**config.mk**
```make
export PLATFORM = sky130hd
export DESIGN_NAME = mc_ctrl_flat
export DESIGN_NICKNAME = d
export VERILOG_FILES = /design/src/rtl/mc_ctrl_pkg.sv /design/src/rtl/mc_ctrl_if.sv /design/src/rtl/mc_ctrl_decode.sv /design/src/rtl/mc_ctrl.sv /design/src/flat_wrapper.sv
export SDC_FILE = /design/constraint.sdc
export NUM_CORES = 1
export LEC_CHECK = 0
export CAP_MARGIN = 25
export CORE_ASPECT_RATIO = 1.2
export CORE_MARGIN = 5
export CORE_UTILIZATION = 29
export CTS_CLUSTER_DIAMETER = 80
export DETAILED_ROUTE_END_ITERATION = 16
export PLACE_DENSITY = 0.74
export SLEW_MARGIN = 20
export SYNTH_ARGS = -nofsm -noshare
export SYNTH_HDL_FRONTEND = slang
export SYNTH_SLANG_ARGS = --single-unit
```
**constraint.sdc**
```tcl
create_clock -name clk -period 1.2 [get_ports clk]
set_input_delay 0.18 -clock clk [delete_from_list [all_inputs] [get_ports clk]]
set_output_delay 0.18 -clock clk [all_outputs]
set_load 0.03 [all_outputs]
```
**src/rtl/mc_ctrl_pkg.sv**
```systemverilog
// Shared encodings for the multi-cycle main controller: select codes, opcodes, states.
// The bne opcode constant is only decoded when MC_CTRL_BNE_EN is defined.
package mc_ctrl_pkg;

   localparam logic [1:0] NPC_SEL_NORMAL    = 2'd0;
   localparam logic [1:0] NPC_SEL_RELATIVE  = 2'd1;
   localparam logic [1:0] NPC_SEL_NRELATIVE = 2'd2;
   localparam logic [1:0] NPC_SEL_REG       = 2'd3;

   localparam logic [5:0] OP_RTYPE = 6'h00;
   localparam logic [5:0] OP_J     = 6'h02;
   localparam logic [5:0] OP_JAL   = 6'h03;
   localparam logic [5:0] OP_BEQ   = 6'h04;
   localparam logic [5:0] OP_BNE   = 6'h05;
   localparam logic [5:0] OP_ORI   = 6'h0D;
   localparam logic [5:0] OP_LUI   = 6'h0F;
   localparam logic [5:0] OP_LW    = 6'h23;
   localparam logic [5:0] OP_SW    = 6'h2B;

   localparam logic [5:0] FN_JR    = 6'h08;
   localparam logic [5:0] FN_ADDU  = 6'h21;
   localparam logic [5:0] FN_SUBU  = 6'h23;

   localparam logic [1:0] ALU_OP_ADD = 2'd0;
   localparam logic [1:0] ALU_OP_SUB = 2'd1;
   localparam logic [1:0] ALU_OP_OR  = 2'd2;

   localparam logic [1:0] EXT_OP_ZERO = 2'd0;
   localparam logic [1:0] EXT_OP_SIGN = 2'd1;
   localparam logic [1:0] EXT_OP_LUI  = 2'd2;

   localparam logic [1:0] REG_DST_RT = 2'd0;
   localparam logic [1:0] REG_DST_RD = 2'd1;
   localparam logic [1:0] REG_DST_RA = 2'd2;

   localparam logic [1:0] WD_SEL_ALU = 2'd0;
   localparam logic [1:0] WD_SEL_DM  = 2'd1;
   localparam logic [1:0] WD_SEL_PC  = 2'd2;

   typedef enum logic [3:0] {
      S_FETCH   = 4'd0,
      S_DECODE  = 4'd1,
      S_EXE_R   = 4'd2,
      S_EXE_I   = 4'd3,
      S_ALU_WB  = 4'd4,
      S_MEM_ADR = 4'd5,
      S_MEM_RD  = 4'd6,
      S_MEM_WB  = 4'd7,
      S_MEM_WR  = 4'd8,
      S_BRANCH  = 4'd9,
      S_JUMP    = 4'd10,
      S_HALT    = 4'd15
   } state_e;

   // One-hot instruction class; exactly one field is set for any ins value.
   typedef struct packed {
      logic addu;
      logic subu;
      logic jr;
      logic ori;
      logic lui;
      logic lw;
      logic sw;
      logic beq;
      logic bne;
      logic j;
      logic jal;
      logic illegal;
   } ins_class_t;

   function automatic logic [5:0] ins_op(input logic [31:0] ins);
      return ins[31:26];
   endfunction

   function automatic logic [5:0] ins_funct(input logic [31:0] ins);
      return ins[5:0];
   endfunction

endpackage

```
**src/rtl/mc_ctrl_if.sv**
```systemverilog
// Controller <-> fetch/datapath bundle: instruction and flag in, enables and selects out.
// master = controller side, slave = fetch unit / datapath side.
interface mc_ctrl_if #(
   parameter int STATE_W = 4
);
   logic [31:0]        ins;
   logic               zero;
   logic [1:0]         npc_sel;
   logic               pc_write;
   logic               rgs_ins_write;
   logic               reg_write;
   logic [1:0]         reg_dst;
   logic [1:0]         wd_sel;
   logic               alu_src;
   logic [1:0]         alu_op;
   logic [1:0]         ext_op;
   logic               mem_write;
   logic               illegal;
   logic [STATE_W-1:0] state;

   modport master (
      input  ins, zero,
      output npc_sel, pc_write, rgs_ins_write, reg_write, reg_dst, wd_sel,
             alu_src, alu_op, ext_op, mem_write, illegal, state
   );

   modport slave (
      output ins, zero,
      input  npc_sel, pc_write, rgs_ins_write, reg_write, reg_dst, wd_sel,
             alu_src, alu_op, ext_op, mem_write, illegal, state
   );
endinterface

```
**src/rtl/mc_ctrl_decode.sv**
```systemverilog
// Combinational instruction classifier: ins -> one-hot instruction class.
// bne (op 05) is recognised only when MC_CTRL_BNE_EN is defined; otherwise it is illegal.
module mc_ctrl_decode
   import mc_ctrl_pkg::*;
(
   input  logic [31:0] ins,
   output ins_class_t  cls
);

   logic [5:0] op;
   logic [5:0] funct;
   logic       unused_ins_fields;

   assign op                = ins_op(ins);
   assign funct             = ins_funct(ins);
   assign unused_ins_fields = ^ins[25:6];

   always_comb begin
      cls = '0;
      case (op)
         OP_RTYPE: begin
            case (funct)
               FN_ADDU: cls.addu    = 1'b1;
               FN_SUBU: cls.subu    = 1'b1;
               FN_JR:   cls.jr      = 1'b1;
               default: cls.illegal = 1'b1;
            endcase
         end
         OP_ORI: cls.ori = 1'b1;
         OP_LUI: cls.lui = 1'b1;
         OP_LW:  cls.lw  = 1'b1;
         OP_SW:  cls.sw  = 1'b1;
         OP_BEQ: cls.beq = 1'b1;
         OP_BNE: begin
`ifdef MC_CTRL_BNE_EN
            cls.bne = 1'b1;
`else
            cls.illegal = 1'b1;
`endif
         end
         OP_J:    cls.j       = 1'b1;
         OP_JAL:  cls.jal     = 1'b1;
         default: cls.illegal = 1'b1;
      endcase
   end

endmodule

```
**src/rtl/mc_ctrl.sv**
```systemverilog
// Multi-cycle main control FSM: sequences fetch/decode/execute/memory/writeback.
// Build option MC_CTRL_BNE_EN adds bne (op 05) as a branch on ~zero.
//
// state     | meaning
// ----------+--------------------------------------------------------------
// S_FETCH   | load IR, PC <= PC+4
// S_DECODE  | classify ins, no enables; flags unsupported instructions
// S_EXE_R   | ALU on rs/rt (addu/subu)
// S_EXE_I   | ALU on rs/extended imm (ori/lui)
// S_ALU_WB  | write ALU result to rd (R) or rt (I)
// S_MEM_ADR | address = rs + sign-extended imm
// S_MEM_RD  | data memory read in flight
// S_MEM_WB  | write loaded data to rt
// S_MEM_WR  | single-cycle data memory write
// S_BRANCH  | compare rs/rt, PC-relative load on taken
// S_JUMP    | j/jal/jr PC load, jal links PC into $31
// S_HALT    | terminal after an unsupported instruction (ILLEGAL_STALL=1)
module mc_ctrl
   import mc_ctrl_pkg::*;
#(
   parameter int          STATE_W       = 4,
   parameter int unsigned ILLEGAL_STALL = 0
) (
   input  logic     clk,
   input  logic     reset,
   mc_ctrl_if.master bus
);

   state_e     state_q;
   state_e     state_d;
   ins_class_t cls;

   logic [1:0] npc_sel;
   logic       pc_write;
   logic       rgs_ins_write;
   logic       reg_write;
   logic [1:0] reg_dst;
   logic [1:0] wd_sel;
   logic       alu_src;
   logic [1:0] alu_op;
   logic [1:0] ext_op;
   logic       mem_write;
   logic       illegal;
   logic [STATE_W-1:0] state_out;

   mc_ctrl_decode u_decode (
      .ins (bus.ins),
      .cls (cls)
   );

   always_ff @(posedge clk or posedge reset) begin
      if (reset) begin
         state_q <= S_FETCH;
      end else begin
         state_q <= state_d;
      end
   end

   always_comb begin
      state_d       = state_q;
      npc_sel       = NPC_SEL_NORMAL;
      pc_write      = 1'b0;
      rgs_ins_write = 1'b0;
      reg_write     = 1'b0;
      reg_dst       = REG_DST_RT;
      wd_sel        = WD_SEL_ALU;
      alu_src       = 1'b0;
      alu_op        = ALU_OP_ADD;
      ext_op        = EXT_OP_ZERO;
      mem_write     = 1'b0;
      illegal       = 1'b0;

      case (state_q)
         S_FETCH: begin
            rgs_ins_write = 1'b1;
            pc_write      = 1'b1;
            npc_sel       = NPC_SEL_NORMAL;
            state_d       = S_DECODE;
         end
         S_DECODE: begin
            illegal = cls.illegal;
            if (cls.addu || cls.subu) begin
               state_d = S_EXE_R;
            end else if (cls.ori || cls.lui) begin
               state_d = S_EXE_I;
            end else if (cls.lw || cls.sw) begin
               state_d = S_MEM_ADR;
            end else if (cls.beq || cls.bne) begin
               state_d = S_BRANCH;
            end else if (cls.j || cls.jal || cls.jr) begin
               state_d = S_JUMP;
            end else begin
               state_d = (ILLEGAL_STALL != 0) ? S_HALT : S_FETCH;
            end
         end
         S_EXE_R: begin
            alu_src = 1'b0;
            alu_op  = cls.subu ? ALU_OP_SUB : ALU_OP_ADD;
            state_d = S_ALU_WB;
         end
         S_EXE_I: begin
            alu_src = 1'b1;
            alu_op  = ALU_OP_OR;
            ext_op  = cls.lui ? EXT_OP_LUI : EXT_OP_ZERO;
            state_d = S_ALU_WB;
         end
         S_ALU_WB: begin
            reg_write = 1'b1;
            wd_sel    = WD_SEL_ALU;
            reg_dst   = (cls.addu || cls.subu) ? REG_DST_RD : REG_DST_RT;
            state_d   = S_FETCH;
         end
         S_MEM_ADR: begin
            alu_src = 1'b1;
            ext_op  = EXT_OP_SIGN;
            alu_op  = ALU_OP_ADD;
            state_d = cls.sw ? S_MEM_WR : (cls.lw ? S_MEM_RD : S_FETCH);
         end
         S_MEM_RD: begin
            state_d = S_MEM_WB;
         end
         S_MEM_WB: begin
            reg_write = 1'b1;
            wd_sel    = WD_SEL_DM;
            reg_dst   = REG_DST_RT;
            state_d   = S_FETCH;
         end
         S_MEM_WR: begin
            mem_write = 1'b1;
            state_d   = S_FETCH;
         end
         S_BRANCH: begin
            alu_src  = 1'b0;
            alu_op   = ALU_OP_SUB;
            npc_sel  = NPC_SEL_RELATIVE;
            pc_write = cls.bne ? ~bus.zero : bus.zero;
            state_d  = S_FETCH;
         end
         S_JUMP: begin
            pc_write = 1'b1;
            if (cls.jr) begin
               npc_sel = NPC_SEL_REG;
            end else begin
               npc_sel = NPC_SEL_NRELATIVE;
            end
            // The fetch unit already holds old PC+4, which is the jal link value.
            if (cls.jal) begin
               reg_write = 1'b1;
               reg_dst   = REG_DST_RA;
               wd_sel    = WD_SEL_PC;
            end
            state_d = S_FETCH;
         end
         S_HALT: begin
            state_d = S_HALT;
         end
         default: begin
            state_d = S_FETCH;
         end
      endcase

      // While reset is held the register already shows FETCH; suppress its enables
      // so nothing is loaded on the reset edge.
      if (reset) begin
         npc_sel       = NPC_SEL_NORMAL;
         pc_write      = 1'b0;
         rgs_ins_write = 1'b0;
         reg_write     = 1'b0;
         reg_dst       = REG_DST_RT;
         wd_sel        = WD_SEL_ALU;
         alu_src       = 1'b0;
         alu_op        = ALU_OP_ADD;
         ext_op        = EXT_OP_ZERO;
         mem_write     = 1'b0;
         illegal       = 1'b0;
      end
   end

   always_comb begin
      state_out      = '0;
      state_out[3:0] = state_q;
   end

   assign bus.npc_sel       = npc_sel;
   assign bus.pc_write      = pc_write;
   assign bus.rgs_ins_write = rgs_ins_write;
   assign bus.reg_write     = reg_write;
   assign bus.reg_dst       = reg_dst;
   assign bus.wd_sel        = wd_sel;
   assign bus.alu_src       = alu_src;
   assign bus.alu_op        = alu_op;
   assign bus.ext_op        = ext_op;
   assign bus.mem_write     = mem_write;
   assign bus.illegal       = illegal;
   assign bus.state         = state_out;

endmodule

```
**src/flat_wrapper.sv**
```systemverilog
// flat-port wrapper written by rule: the top's interface ports become plain ports
module mc_ctrl_flat import mc_ctrl_pkg::*;
#(
   parameter int          STATE_W       = 4,
   parameter int unsigned ILLEGAL_STALL = 0
)
  (clk, reset, bus_ins, bus_zero, bus_npc_sel, bus_pc_write, bus_rgs_ins_write, bus_reg_write, bus_reg_dst, bus_wd_sel, bus_alu_src, bus_alu_op, bus_ext_op, bus_mem_write, bus_illegal, bus_state);
  mc_ctrl_if #(.STATE_W(STATE_W)) bus_i ();
  input  logic clk;
  input  logic reset;
  input wire logic [$bits(bus_i.ins)-1:0] bus_ins;
  input wire logic [$bits(bus_i.zero)-1:0] bus_zero;
  output wire logic [$bits(bus_i.npc_sel)-1:0] bus_npc_sel;
  output wire logic [$bits(bus_i.pc_write)-1:0] bus_pc_write;
  output wire logic [$bits(bus_i.rgs_ins_write)-1:0] bus_rgs_ins_write;
  output wire logic [$bits(bus_i.reg_write)-1:0] bus_reg_write;
  output wire logic [$bits(bus_i.reg_dst)-1:0] bus_reg_dst;
  output wire logic [$bits(bus_i.wd_sel)-1:0] bus_wd_sel;
  output wire logic [$bits(bus_i.alu_src)-1:0] bus_alu_src;
  output wire logic [$bits(bus_i.alu_op)-1:0] bus_alu_op;
  output wire logic [$bits(bus_i.ext_op)-1:0] bus_ext_op;
  output wire logic [$bits(bus_i.mem_write)-1:0] bus_mem_write;
  output wire logic [$bits(bus_i.illegal)-1:0] bus_illegal;
  output wire logic [$bits(bus_i.state)-1:0] bus_state;
  assign bus_i.ins = bus_ins;
  assign bus_i.zero = bus_zero;
  assign bus_npc_sel = bus_i.npc_sel;
  assign bus_pc_write = bus_i.pc_write;
  assign bus_rgs_ins_write = bus_i.rgs_ins_write;
  assign bus_reg_write = bus_i.reg_write;
  assign bus_reg_dst = bus_i.reg_dst;
  assign bus_wd_sel = bus_i.wd_sel;
  assign bus_alu_src = bus_i.alu_src;
  assign bus_alu_op = bus_i.alu_op;
  assign bus_ext_op = bus_i.ext_op;
  assign bus_mem_write = bus_i.mem_write;
  assign bus_illegal = bus_i.illegal;
  assign bus_state = bus_i.state;
  mc_ctrl #(.STATE_W(STATE_W), .ILLEGAL_STALL(ILLEGAL_STALL)) u_core (.clk(clk), .reset(reset), .bus(bus_i));
endmodule
```
; Word-level counts from Yosys, hierarchy flattened
; Cells that the tools add are included.
[classes]
n_mux = 49
n_eq_ne = 21
n_reduce_logical = 13
[op_table]
columns = op, n
row1 = two-way mux 1 bit, 25
row2 = equality test 6 bit (second input constant), 4
row3 = two-way mux 4 bit, 6
row4 = one-hot mux 4 bit (6 select lines), 1
row5 = equality test 6 x 4 -> 1 bit (second input constant), 3
row6 = equality test 4 x 3 -> 1 bit (second input constant), 4
row7 = equality test 4 bit (second input constant), 4
row8 = one-hot mux 2 bit (2 select lines), 4
row9 = two-way mux 2 bit, 7
row10 = equality test 6 x 2 -> 1 bit (second input constant), 2
row11 = equality test 4 x 2 -> 1 bit (second input constant), 2
row12 = OR reduction 2 bit, 4
row13 = OR reduction 7 bit, 1
row14 = equality test 6 x 3 -> 1 bit (second input constant), 1
row15 = logical NOT 6 bit, 1
row16 = two-way mux 3 bit, 2
row17 = one-hot mux 1 bit (2 select lines), 3
row18 = one-hot mux 2 bit (3 select lines), 1
row19 = logical OR 1 bit, 5
row20 = equality test 4 x 1 -> 1 bit (second input constant), 1
row21 = logical NOT 4 bit, 1
row22 = OR reduction 3 bit, 1
[totals]
word_cells = 84
input_bits = 35
regBits = 4

; Longest topological paths before layout
; Gate-level depths: netlist of run 1.
[depth]
word_depth = 10
ltp_mapped = 5
ltp_nobuf = 4

; Hierarchy
; Synthesis of run 1 repeated with hierarchy kept, for this count alone.
[unflattened]
cells_unflattened = 103
hier_area_um2 = 729.4
[by_module_without_submodules]
columns = mod, n_inst, cells_per_inst, area_per_inst_um2
row1 = mc_ctrl, 1, 68, 520.5
row2 = mc_ctrl_decode, 1, 35, 209.0

; Worst setup path before layout of run 1
; No wires, ideal clock.
[synth_timing]
path_kind = register to output
startpoint = register u_core.state_q[0] (netlist: u_core.bus.state[0])
endpoint = output port bus_illegal
setup_slack_ps = -1183
path_stages_with_launch = 6
required_time_ps = 1020
arrival_ps = 2203
path_cell_list = dfrtp_1 > buf_4 > nand2b_1 > nor3_1 > nand2_1 > nor4b_1
[synth_via]
elab_chain_len = 3
[synth_lines]
columns = item, line
row1 = "start, declared", mc_ctrl.sv:29  ; state_e state_q;
row2 = "start signal, assigned", mc_ctrl.sv:55  ; state_q <= state_d;
row3 = equality test 4 x 1 -> 1 bit, mc_ctrl.sv:73  ; case (state_q)
row4 = two-way mux 1 bit, mc_ctrl.sv:73
row5 = two-way mux 1 bit, mc_ctrl.sv:164  ; if (reset) begin
row6 = "end, declared", flat_wrapper.sv:23  ; output wire logic [$bits(bus_i.illegal)-1:0] bus_illegal;
; Every way passes these cells.

; Final worst setup path of run 1
[layout_timing]
startpoint = register u_core.state_q[1] (netlist: u_core.bus.state[1])
endpoint = output port bus_ext_op[1]
[layout_via]
elab_chain_len = 3
[layout_lines]
columns = item, line
row1 = equality test 4 x 3 -> 1 bit or equality test 4 x 2 -> 1 bit (tied branches), mc_ctrl.sv:73
row2 = one-hot mux 2 bit (2 select lines) (*), mc_ctrl.sv:73
row3 = two-way mux 2 bit (*), mc_ctrl.sv:164
row4 = "end, declared", flat_wrapper.sv:21  ; output wire logic [$bits(bus_i.ext_op)-1:0] bus_ext_op;
; Every way passes the cells marked *; elsewhere a longest branch is shown, timed or not.

==> results of run 1 <==
-- cell usage after synthesis (2+ instances only) --
| cell | number |
|---|---|
| nor2_1 | 6 |
| buf_6 | 3 |
| dfrtp_1 | 4 |
| nor4b_1 | 3 |
| inv_1 | 2 |
| nor3_1 | 7 |
| a22o_1 | 2 |
| o31ai_1 | 2 |
| nand2_1 | 7 |
| nand4_1 | 2 |
| a21oi_1 | 4 |
| nor2b_1 | 3 |
| nor4_1 | 3 |
| and4_1 | 2 |
| o21ai_0 | 2 |
| nor4_4 | 2 |
| buf_2 | 3 |
-- power groups by stage --
stage	clock, mW	combinational [mW]	sequential [mW]
floorplan	0	0.443	0.230
global placement	0	0.815	0.203
detailed placement	0	0.830	0.203
CTS	0.163	0.940	0.197
global route	0.189	1.20	0.218
finish	0.163	1.14	0.212
-- per-layer routing --
| metal | routed length, um | share of wire, % |
|---|---|---|
| met1 | 1450 | 40 |
| met2 | 1950 | 54 |
| met3 | 96 | 2.7 |
| met4 | 105 | 2.9 |
| met5 | 0 | 0 |
-- cell families after synthesis --
kind of cell	count (synthesis)
buffers and inverters	9
multiplexers	1
AND/OR/NAND/NOR	48
XOR/XNOR	2
AO/OA/AOI/OAI	20
flip-flops	4
-- repair_timing --
item | 4_1_cts | 5_1_grt
endpoints found under the setup margin | 20 | 21
setup buffers | 10 | 3
gates resized for setup | 57 | 29
pin swaps | 17 | 12
-- cell type report --
cell class	count	area share (%)
Clock buffer	3	1.32
Sequential cell	4	6.15
Tap cell	31	2.27
Timing Repair Buffer	88	45.8
Inverter	2	0.440
Multi-Input combinational cell	71	44.0
-- path summary, 6_finish.rpt --
path / endpoint / slack [ps] / cells after the start
hold reg to reg: u_core.bus.state[2] / 710 / 3
setup reg to reg: u_core.bus.state[1] / -360 / 6
hold / removal: u_core.bus.state[0] / 340 / 4
min in group clk: u_core.bus.state[2] / 500 / 3
setup / recovery: bus_ext_op[1] / -710 / 5
max in group asynchronous: u_core.bus.state[3] / 740 / 4
-- stage by stage --
stage / cell area [um2] / utilization (%) / power, mW / setup WS, ps
6_report: 1710 / 76.4 / 1.52 / -706
3_3_place_gp: 1350 / 60.5 / 1.02 / -678
2_1_floorplan: 769 / - / 0.672 / -583
5_1_grt: 1710 / 76.4 / 1.60 / -764
4_1_cts: 1580 / 70.6 / 1.30 / -657
3_5_place_dp: 1350 / 60.5 / 1.03 / -708
-- critical path, stage by stage (launching register included) --
cell and delay, ps:
dfrtp_2 400, buf_6 110, nand2_4 40, or4_4 550
nor4_4 230, buf_6 160
==> reports/qor.csv, run 1 <==
metric;value;unit
status;finished, violations left;
failing checks;setup timing;
post-synthesis mux area share;1.70;%
global route overflow;0;
unrepaired setup endpoints after global routing;true;
Die ar.;3340;um2
I/O Buffers;34;
placed wire-length estimate;2.17;mm
DRT Pass-1 Iters;4;
clock input transition at the sequential cells of the worst setup and hold paths;40;ps
max FFs per register;4;
routed vias/inst;5.32;
ys async rst share;100;%
max cap viols;0;
commonest non-fill, non-tap cells in the layout;buf_4 (46), buf_6 (28), dlygate4sd2_1 (8);
met1 Use GR;20.2;%
final cell count without fillers;199;
CTS tree;done;
combinational family with the most area after synthesis;simple AND/OR/NAND/NOR gates;
Hold Crit Class;in -> async;
met2 Resource Use GR;35.3;%
endpoints failing setup;20;
flip-flop and latch area;105;um2
root buf cell;clkbuf_4;
# IOs;55;
Starting DRT DRC Count;29;
Synth Area in Compound Gates;22.1;%
Via Count;1058;
busiest grt layer;met2;
crit path DAT;1730;ps
CTS sink count;4;
Worst VDD drop;0.000968;V
Power Density;888;nW/um2
Starting Density;29.6;%
synthesized cell area;662;um2
slew margin rel.;78.6;%
area of the multi-input gates;752;um2
syn nets;119;
critical path peak fanout;5;
CP Capture Type;primary output;
Sum Neg Setup Slack;-9310;ps
Syn Inst Count;84;
Ys Warns;0;
DRC errors left;0;
leakage power;0.758;nW
fill cell count;137;
final setup margin;-706;ps
most common cell after layout, fill and taps aside;buf_4;
die height;62.3;um
worst slew pin tran;319;ps
Ant. Diodes;0;
CTS Hold Buffers Added;0;
sequential cell area fraction in the yosys report;15.1;%
switching portion of total power;47.3;%
RD Place Congestion;0.828;
Worst Hold Slack;344;ps
WL per Instance;18.1;um
core area;2230;um2
die width;53.6;um
kind of critical path;reg -> out;
fmax;0.525;GHz
fraction of layout cells with a size suffix above 1;73.2;%
Final ANT Viol Nets;0;
initial antenna violation count;0;
Synth Area in XOR/XNOR;2.65;%
Post-Route WL;3.60;mm
number of core rows;19;
Internal;798;uW
clk_skew;8.60;ps
Yosys reg bits;4;
clock power share;10.8;%
Crit path required time;1020;ps
H-tree Lvls;1;
Tot GR Track Use;19.4;%
syn_area_per_cell;7.88;um2
ys flop type;dfrtp_1;
critical path launch point;u_core.bus.state[1];
vias in the first global route;1103;
RR Startpoint;u_core.bus.state[1];
CTS Buffer Depth;2;
Flop pwr share;14.0;%
final critical-path required period;1910;ps
GR Util met3;4.31;%
wire length of the first global-routing pass;5.00;mm
Post-Synth Simple-Gate Area;48.8;%
area leader, netlist;dfrtp_1;
Netlist cell types;44;
final net count;205;
Post-synth EDFFs;0;
total CTS buffers;3;
largest net degree at the start of global routing;10;
Final period util;159;%
Worst Setup Start Kind;register;
final hold viol count;0;
top post-synthesis cells by area;dfrtp_1 (15%), nor4_4 (6.4%), nor3_1 (5.3%);
synthesis-to-layout area growth;158;%
Synth top area share;15.1;%
DP Cell Count;185;
worst-skew pair later-pin latency;230;ps
Synth Area in Adders;0;%
fin. max-slew vios;0;
share of power burned in combinational logic;75.2;%
P_sw;718;uW
No activity file was read; power rests on OpenSTA's default activity.
==> run 2, diff against run 1 <==
--- a/config.mk
+++ b/config.mk
@@ -8,10 +8,11 @@
 export CAP_MARGIN = 25
 export CORE_ASPECT_RATIO = 1.2
 export CORE_MARGIN = 5
-export CORE_UTILIZATION = 29
+export CORE_UTILIZATION = 30
+export CTS_BUF_LIST = sky130_fd_sc_hd__clkbuf_8
 export CTS_CLUSTER_DIAMETER = 80
 export DETAILED_ROUTE_END_ITERATION = 16
-export PLACE_DENSITY = 0.74
+export PLACE_DENSITY = 0.77
 export SLEW_MARGIN = 20
 export SYNTH_ARGS = -nofsm -noshare
 export SYNTH_HDL_FRONTEND = slang
==> reports/qor.csv, run 2 (synthesized netlist as in run 1, its figures left out) <==
metric;value;unit
clock input transition at the sequential cells of the worst setup and hold paths;40;ps
CTS sink count;4;
CP max-delay cell;or4_4;
Final ANT Viol Nets;0;
kind of critical path;reg -> out;
Tot GR Track Use;24.4;%
core area;2090;um2
number of core rows;18;
worst-skew pair later-pin latency;220;ps
status;finished, violations left;
fill cell count;98;
Worst VDD drop;0.00111;V
final net count;210;
final setup margin;-590;ps
Crit path required time;1020;ps
CTS tree;done;
RR Startpoint;u_core.bus.state[1];
max cap viols;0;
WL per Instance;20.6;um
CTS Buffer Depth;2;
critical path peak fanout;3;
flip-flop and latch area;105;um2
commonest non-fill, non-tap cells in the layout;buf_4 (48), buf_6 (33), clkbuf_2 (6);
wire length of the first global-routing pass;5.72;mm
Post-Route WL;4.19;mm
H-tree Lvls;1;
fraction of layout cells with a size suffix above 1;80.3;%
final core occ;85.1;%
final critical-path required period;1790;ps
critical path launch point;u_core.bus.state[3];
Worst Setup Start Kind;register;
leakage power;0.818;nW
most common cell after layout, fill and taps aside;buf_4;
unrepaired setup endpoints after global routing;true;
Power Density;952;nW/um2
global route overflow;0;
die height;61.5;um
Final period util;149;%
clk_skew;8.32;ps
vias in the first global route;1175;
I/O Buffers;34;
final hold viol count;0;
total CTS buffers;3;
RD Place Congestion;0.760;
Area after DPL;1340;um2
placed wire-length estimate;2.12;mm
synthesis-to-layout area growth;169;%
final cell count without fillers;203;
# IOs;55;
slew margin rel.;77.4;%
slowest stage delay, CP;580;ps
Hold Crit Class;in -> async;
failing checks;setup timing;
Worst R2R Path Depth;6;
Starting Density;31.6;%
initial antenna violation count;0;
largest net degree at the start of global routing;9;
Via Count;1116;
worst slew pin tran;337;ps
Starting DRT DRC Count;54;
Ant. Diodes;0;
max FFs per register;4;
DP Cell Count;183;
area of the multi-input gates;782;um2
fmax;0.559;GHz
crit path cell chain;or4_4 -> nor4_4 -> buf_6;
endpoints failing setup;20;
fin. max-slew vios;0;
total power;1.70;mW
DRT Pass-1 Iters;4;
routed vias/inst;5.50;
CP Capture Type;primary output;
crit path DAT;1610;ps
root buf cell;clkbuf_8;
DRC errors left;0;
die width;52.9;um
Die ar.;3250;um2
Final Cell Area;1780;um2
Sum Neg Setup Slack;-8580;ps
## run 2: cell type report
cell class | count | area share [%]
well taps | 30 | 2.11
inverters | 2 | 0.421
multi-input cells | 71 | 43.9
clock buffers | 3 | 2.32
repair buffers | 93 | 45.4
flip-flops and latches | 4 | 5.89
## run 2: stage by stage
step | hold WS, ps | setup WS [ps]
floorplan | -45.5 | -583
global placement | 665 | -673
detailed placement | 654 | -697
CTS | 297 | -641
global route | 378 | -634
finish | 353 | -590
## run 2: routing by layer
layer | up-vias | wire length (um) | share of wire, % | track usage, %
met2 | 57 | 2170 | 52 | 46.5
met1 | 540 | 1630 | 39 | 28.2
met3 | 18 | 185 | 4.4 | 3.15
met4 | 0 | 199 | 4.8 | 6.57
li1 | 501 | - | - | -
met5 | - | 0 | 0 | 0
## run 2: timing repair
action,CTS,global route
resized for setup,77,38
setup endpoints to repair,20,21
hold buffers,0,0
setup buffers,13,5
pin swaps,18,18
## run 2: where the power goes
| group | total [mW] | internal (mW) | switching, mW |
|---|---|---|---|
| logic | 1.21 | 0.542 | 0.663 |
| registers | 0.195 | 0.163 | 0.0315 |
| clock network | 0.298 | 0.215 | 0.0827 |
| total | 1.70 | 0.921 | 0.777 |
## run 2: worst paths after layout
kind                       slack, ps             endpoint
min                              350  u_core.bus.state[0]
min reg2reg                      800  u_core.bus.state[3]
min in group clk                 400  u_core.bus.state[2]
max                             -590        bus_ext_op[1]
max reg2reg                     -360  u_core.bus.state[1]
max in group asynchronous        720  u_core.bus.state[2]
## run 2: critical path: cells and delay by family (launching register included)
family	cells	cell delay [ps]
DFF	1	420
buffers and inverters	1	160
and+or+nand+nor	2	820
==> RTL change 1: new RTL, settings of run 2 <==
`STATE_W` is set to 4 in 3 places; all go to 5.
--- a/src/rtl/mc_ctrl_if.sv
+++ b/src/rtl/mc_ctrl_if.sv
@@ -3,3 +3,3 @@
 interface mc_ctrl_if #(
-   parameter int STATE_W = 4
+   parameter int STATE_W = 5
 );
--- a/src/rtl/mc_ctrl.sv
+++ b/src/rtl/mc_ctrl.sv
@@ -20,3 +20,3 @@
 #(
-   parameter int          STATE_W       = 4,
+   parameter int          STATE_W       = 5,
    parameter int unsigned ILLEGAL_STALL = 0
--- a/src/flat_wrapper.sv
+++ b/src/flat_wrapper.sv
@@ -3,3 +3,3 @@
 #(
-   parameter int          STATE_W       = 4,
+   parameter int          STATE_W       = 5,
    parameter int unsigned ILLEGAL_STALL = 0
Ports: changed (resized bus_state); port bits go from 55 to 56. The function was not compared with the original's and may differ.
==> RTL change 1 against run 2 <==
- the run still ends with setup timing left
- sequential cell count is the same
- routed wire length is 0.38% higher
- critical path depth is 3 higher
- synthesized cell count increased by 2.4%
- clock skew about the same
- final area shrank 1.6%
- sequential power rose by 5%
- global-route usage decreased by 0.37 points
- total power is 6.3% higher
- worst setup slack worse by 0.089 ns
- via count grew 2.3%
- area after synthesis increased by 1.7%
- critical path type unchanged
- critical endpoint is now bus_pc_write
==> RTL change 1: results (changes against run 2) <==
| Metric | Value |
|---|---|
| Global-route wire length before repair | `5.85 mm (was 5.72 mm)` |
| Synth top area cells | `dfrtp_1 15%, nor4_4 6.3%, nor3_1 5.2% (was dfrtp_1 15%, nor4_4 6.4%, nor3_1 5.3%)` |
| Worst-Skew Late Latency | `0.22 ns (about the same)` |
| Area post-placement | `0.00134 sq mm (about the same)` |
| Vias in the first global route | `1157 (was 1175)` |
| Top cells by count, synth | `7 x nand2_1, 7 x nor3_1, 6 x nor2_1, 4 x a21oi_1, 4 x dfrtp_1 (unchanged)` |
| Final setup viols | `21 (was 20)` |
| Pre-antenna DRT Iters | `4 (unchanged)` |
| Setup_tns | `-9.21 ns (was -8.58 ns)` |
| Comb power | `0.00130 W (was 0.00121 W)` |
| Filler cells | `106 (was 98)` |
| CP max FO | `5 (was 3)` |
| Final nets | `205 (was 210)` |
| Arr. time, crit path | `1.70 ns (was 1.61 ns)` |
| Distinct cells, synth | `45 (was 44)` |
| Seq/Total Area, Yosys | `0.149 (was 0.151)` |
| Sw Pwr | `0.000830 W (was 0.000777 W)` |
| Max incr delay on CP | `0.42 ns (was 0.58 ns)` |
| Initial antenna violation count | `0 (unchanged)` |
| Largest net degree at the start of global routing | `10 (was 9)` |
| H-tree depth | `1 (unchanged)` |
| DR iter-0 viols | `40 (was 54)` |
| # diodes | `0 (unchanged)` |
| Clock Skews | `0.00877 ns (was 0.00832 ns)` |
| Worst VDD drop | `0.00133 V (was 0.00111 V)` |
| Slowest stage cell, crit path | `dfrtp_2 (was or4_4)` |
| Root Buffer | `clkbuf_8 (unchanged)` |
| Routed length per instance | `21.2 um (was 20.6 um)` |
| Failing checks | `setup timing (unchanged)` |
| Fin. max-slew vios | `0 (unchanged)` |
| CP top delay family | `simple AND/OR/NAND/NOR gates (unchanged)` |
| Hold/Removal Path Class | `input pin to async pin (unchanged)` |
| Placed wire-length estimate | `2.27 mm (was 2.12 mm)` |
| Buffer depth of the longest clock path | `2 (unchanged)` |
| CTS Buf Count | `3 (unchanged)` |
| GPL Wtd Cong | `0.824 (was 0.760)` |
| Reg clk slew, reported paths | `0.04 ns (about the same)` |
| Syn_nets | `121 (was 119)` |
| Ys async rst share | `1.00 (unchanged)` |
| Vias post-DR | `1142 (was 1116)` |
| Yosys warnings | `0 (unchanged)` |
| Fraction of layout instances using a drive strength above 1 | `0.750 (was 0.803)` |
| GRT Util Overall | `0.240 (was 0.244)` |
| Final worst slack | `-0.679 ns (was -0.590 ns)` |
| Largest registers | `u_core.state_q: 4 flops` |
| Leak | `0.770 nW (was 0.818 nW)` |
| P_seq | `0.000204 W (was 0.000195 W)` |
| Status | `complete, but fails checks (unchanged)` |
| Port-buffer cells | `34 (unchanged)` |
RTL change 1: through the flow:
stage,total power (W),util,setup slack [ns],cells
floorplan,0.000679,-,-0.583,86
finish,0.00180,0.838,-0.679,198
global placement,0.00104,0.640,-0.688,183
global route,0.00186,0.838,-0.729,198
CTS,0.00157,0.800,-0.620,195
detailed placement,0.00106,0.640,-0.748,183
RTL change 1: cell families (layout without fill, tap and decap cells):
group	after synthesis	count (layout)	synth area share
XOR/XNOR	2	2	0.0260
AND/OR/NAND/NOR	48	48	0.480
buffers and inverters	10	92	0.106
multiplexers	1	1	0.0167
other	1	1	0.00557
AO/OA/AOI/OAI	20	20	0.218
flip-flops	4	4	0.149
RTL change 1: final timing paths:
| path | depth (start not counted) | from | to | slack, ns |
|---|---|---|---|---|
| max in group asynchronous | 4 | reset | u_core.state_q[1] | 0.71 |
| min in group clk | 3 | bus_ins[30] | u_core.state_q[2] | 0.56 |
| worst min register to register | 3 | u_core.state_q[2] | u_core.state_q[1] | 0.81 |
| worst max-delay path | 6 | u_core.state_q[1] | bus_pc_write | -0.68 |
| worst min-delay path | 4 | reset | u_core.state_q[2] | 0.36 |
| worst max register to register | 6 | u_core.state_q[1] | u_core.state_q[1] | -0.37 |
RTL change 1: routing by layer:
layer  part of all wire  vias to the layer above  track usage
li1                   -                      489            -
met1               0.36                      563        0.263
met2               0.52                       70        0.461
met3              0.071                       20       0.0430
met4              0.046                        0       0.0766
met5                  0                        -            0
RTL change 1: cell type report:
cell class                      instances  share of cell area
Sequential cell                         4              0.0599
Tap cell                               30              0.0214
Clock buffer                            3              0.0235
Timing Repair Buffer                   87               0.443
Inverter                                2             0.00428
Multi-Input combinational cell         72               0.448
RTL change 1: what timing repair did:
action	CTS	global route
setup endpoints to repair	21	22
pin swaps	20	14
setup buffers	11	5
gates resized for setup	80	17
==> RTL change 2: new RTL, flow settings as in run 2 <==
Without the edit above. Reset style: synchronous (`reset`), changed in one clocked block.
--- a/src/rtl/mc_ctrl.sv
+++ b/src/rtl/mc_ctrl.sv
@@ -50,3 +50,3 @@
 
-   always_ff @(posedge clk or posedge reset) begin
+   always_ff @(posedge clk) begin
       if (reset) begin
Behaviour: differs if reset is asserted again (counterexample within 4 cycles, from zero or initial values and one cycle with reset high); with reset held inactive, the same outputs for 10 cycles.
==> RTL change 2 against run 2 <==
- the flow still finishes with violations (setup timing)
- routed wire length rose by 10%
- worst setup slack lost 0.28 ns
- synthesized cell count is 11% higher
- via count is 11% higher
- area after synthesis down 3.2%
- global-route usage increased by 0.92 points
- sequential cell count is the same
- critical path depth is 3 higher
- first-iteration DRC count decreased by 3.7%
- final area increased by 4.6%
- non-clock buffer count decreased by 3
- maximum frequency fell by 13%
- die area decreased by 2.7%
- largest cell class is now multi-input combinational cells
Power is not compared: it rests on default switching activity, and its combinational part moved more than twofold at a synthesized area within 25%.
==> RTL change 2: results (changes against run 2) <==
| Metric | Value |
|---|---|
| Area post-placement | `0.00151 sq mm (was 0.00134 sq mm)` |
| Failing checks | `setup timing (unchanged)` |
| Via/cell ratio | `5.91 (was 5.50)` |
| Ys flop type | `dfxtp_1 (was dfrtp_1)` |
| Final setup viols | `21 (was 20)` |
| Largest net degree at the start of global routing | `10 (was 9)` |
| DR iter-0 viols | `52 (was 54)` |
| Status | `complete, but fails checks (unchanged)` |
| CP max FO | `2 (was 3)` |
| Final nets | `216 (was 210)` |
| Final worst slack | `-0.869 ns (was -0.590 ns)` |
| Arr. time, crit path | `1.89 ns (was 1.61 ns)` |
| Global-route wire length before repair | `5.89 mm (was 5.72 mm)` |
| Ys async rst share | `0 (was 1.00)` |
| Slew HR | `0.681 (was 0.774)` |
| Placed wire-length estimate | `2.38 mm (was 2.12 mm)` |
| Syn_nets | `128 (was 119)` |
| Seq/Total Area, Yosys | `0.125 (was 0.151)` |
| Setup WS pre-CTS | `-1.22 ns (was -0.697 ns)` |
| Top cells by count, synth | `8 x nand2_1, 7 x nor2_1, 6 x clkbuf_1 (was 7 x nand2_1, 7 x nor3_1, 6 x nor2_1, 4 x a21oi_1, 4 x dfrtp_1)` |
| Distinct cells, synth | `39 (was 44)` |
| Vias in the first global route | `1201 (was 1175)` |
| GPL Wtd Cong | `0.847 (was 0.760)` |
| GRT Util Overall | `0.253 (was 0.244)` |
| Clock Skews | `0.00366 ns (was 0.00832 ns)` |
| Hold/Removal Path Class | `input pin to register (was input pin to async pin)` |
| Placed insts | `193 (was 183)` |
| Fraction of layout instances using a drive strength above 1 | `0.777 (was 0.803)` |
[RTL change 2: area by class of cell]
type	count	area, sq um
multi-input combinational	80	860
timing repair buffer	90	820
fill	82	185
sequential	4	95.1
clock buffer	3	41.3
tap	30	37.5
inverter	2	11.3
[RTL change 2: repair_timing]
item,CTS,global route
hold buffers,0,0
setup endpoints to repair,20,22
pin swaps,20,19
gates resized for setup,73,21
buffers inserted,10,8
[RTL change 2: cells by family (layout without fill, tap and decap cells)]
family,Yosys count,after routing,share of synthesized area
compound gates,24,24,0.268
buf+inv,9,95,0.0586
flops,4,4,0.125
simple gates,56,56,0.549
[RTL change 2: metal layers]
metal | track usage | share of wire | up-vias | wire length (um)
met5 | 0 | 0 | - | 0
met4 | 0.0876 | 0.051 | 0 | 235
met3 | 0.0172 | 0.074 | 23 | 342
met2 | 0.522 | 0.54 | 90 | 2500
met1 | 0.262 | 0.33 | 583 | 1540
li1 | - | - | 539 | -
[RTL change 2: power by group]
group	switching (W)	internal [W]	leakage [nW]
Combinational	0.000198	0.000186	0.731
Sequential	0.0000129	0.000132	0.0355
Clock	0.0000783	0.000215	0.0216
[RTL change 2: worst max-delay path: cells and delay by family]
family	cells	cell delay [ns]
AO/OA/AOI/OAI	1	0.33
buffers and inverters	2	0.24
AND/OR/NAND/NOR	3	1.13
[RTL change 2: path summary, 6_finish.rpt]
check | startpoint | to | slack, ns | depth (start not counted)
worst max-delay path | bus_ins[27] | bus_alu_op[0] | -0.87 | 6
worst min-delay path | bus_ins[29] | u_core.bus.state[2] | 0.46 | 4
worst max register to register | u_core.bus.state[2] | u_core.bus.state[0] | -0.37 | 6
worst min register to register | u_core.bus.state[2] | u_core.bus.state[0] | 0.73 | 3
[RTL change 2: stage by stage]
| stage | setup TNS, ns | util |
|---|---|---|
| after floorplan | -5.92 | - |
| after global placement | -13.81 | 0.735 |
| after detailed placement | -14.40 | 0.735 |
| after CTS | -9.22 | 0.860 |
| after global routing | -10.76 | 0.910 |
| final | -9.96 | 0.910 |
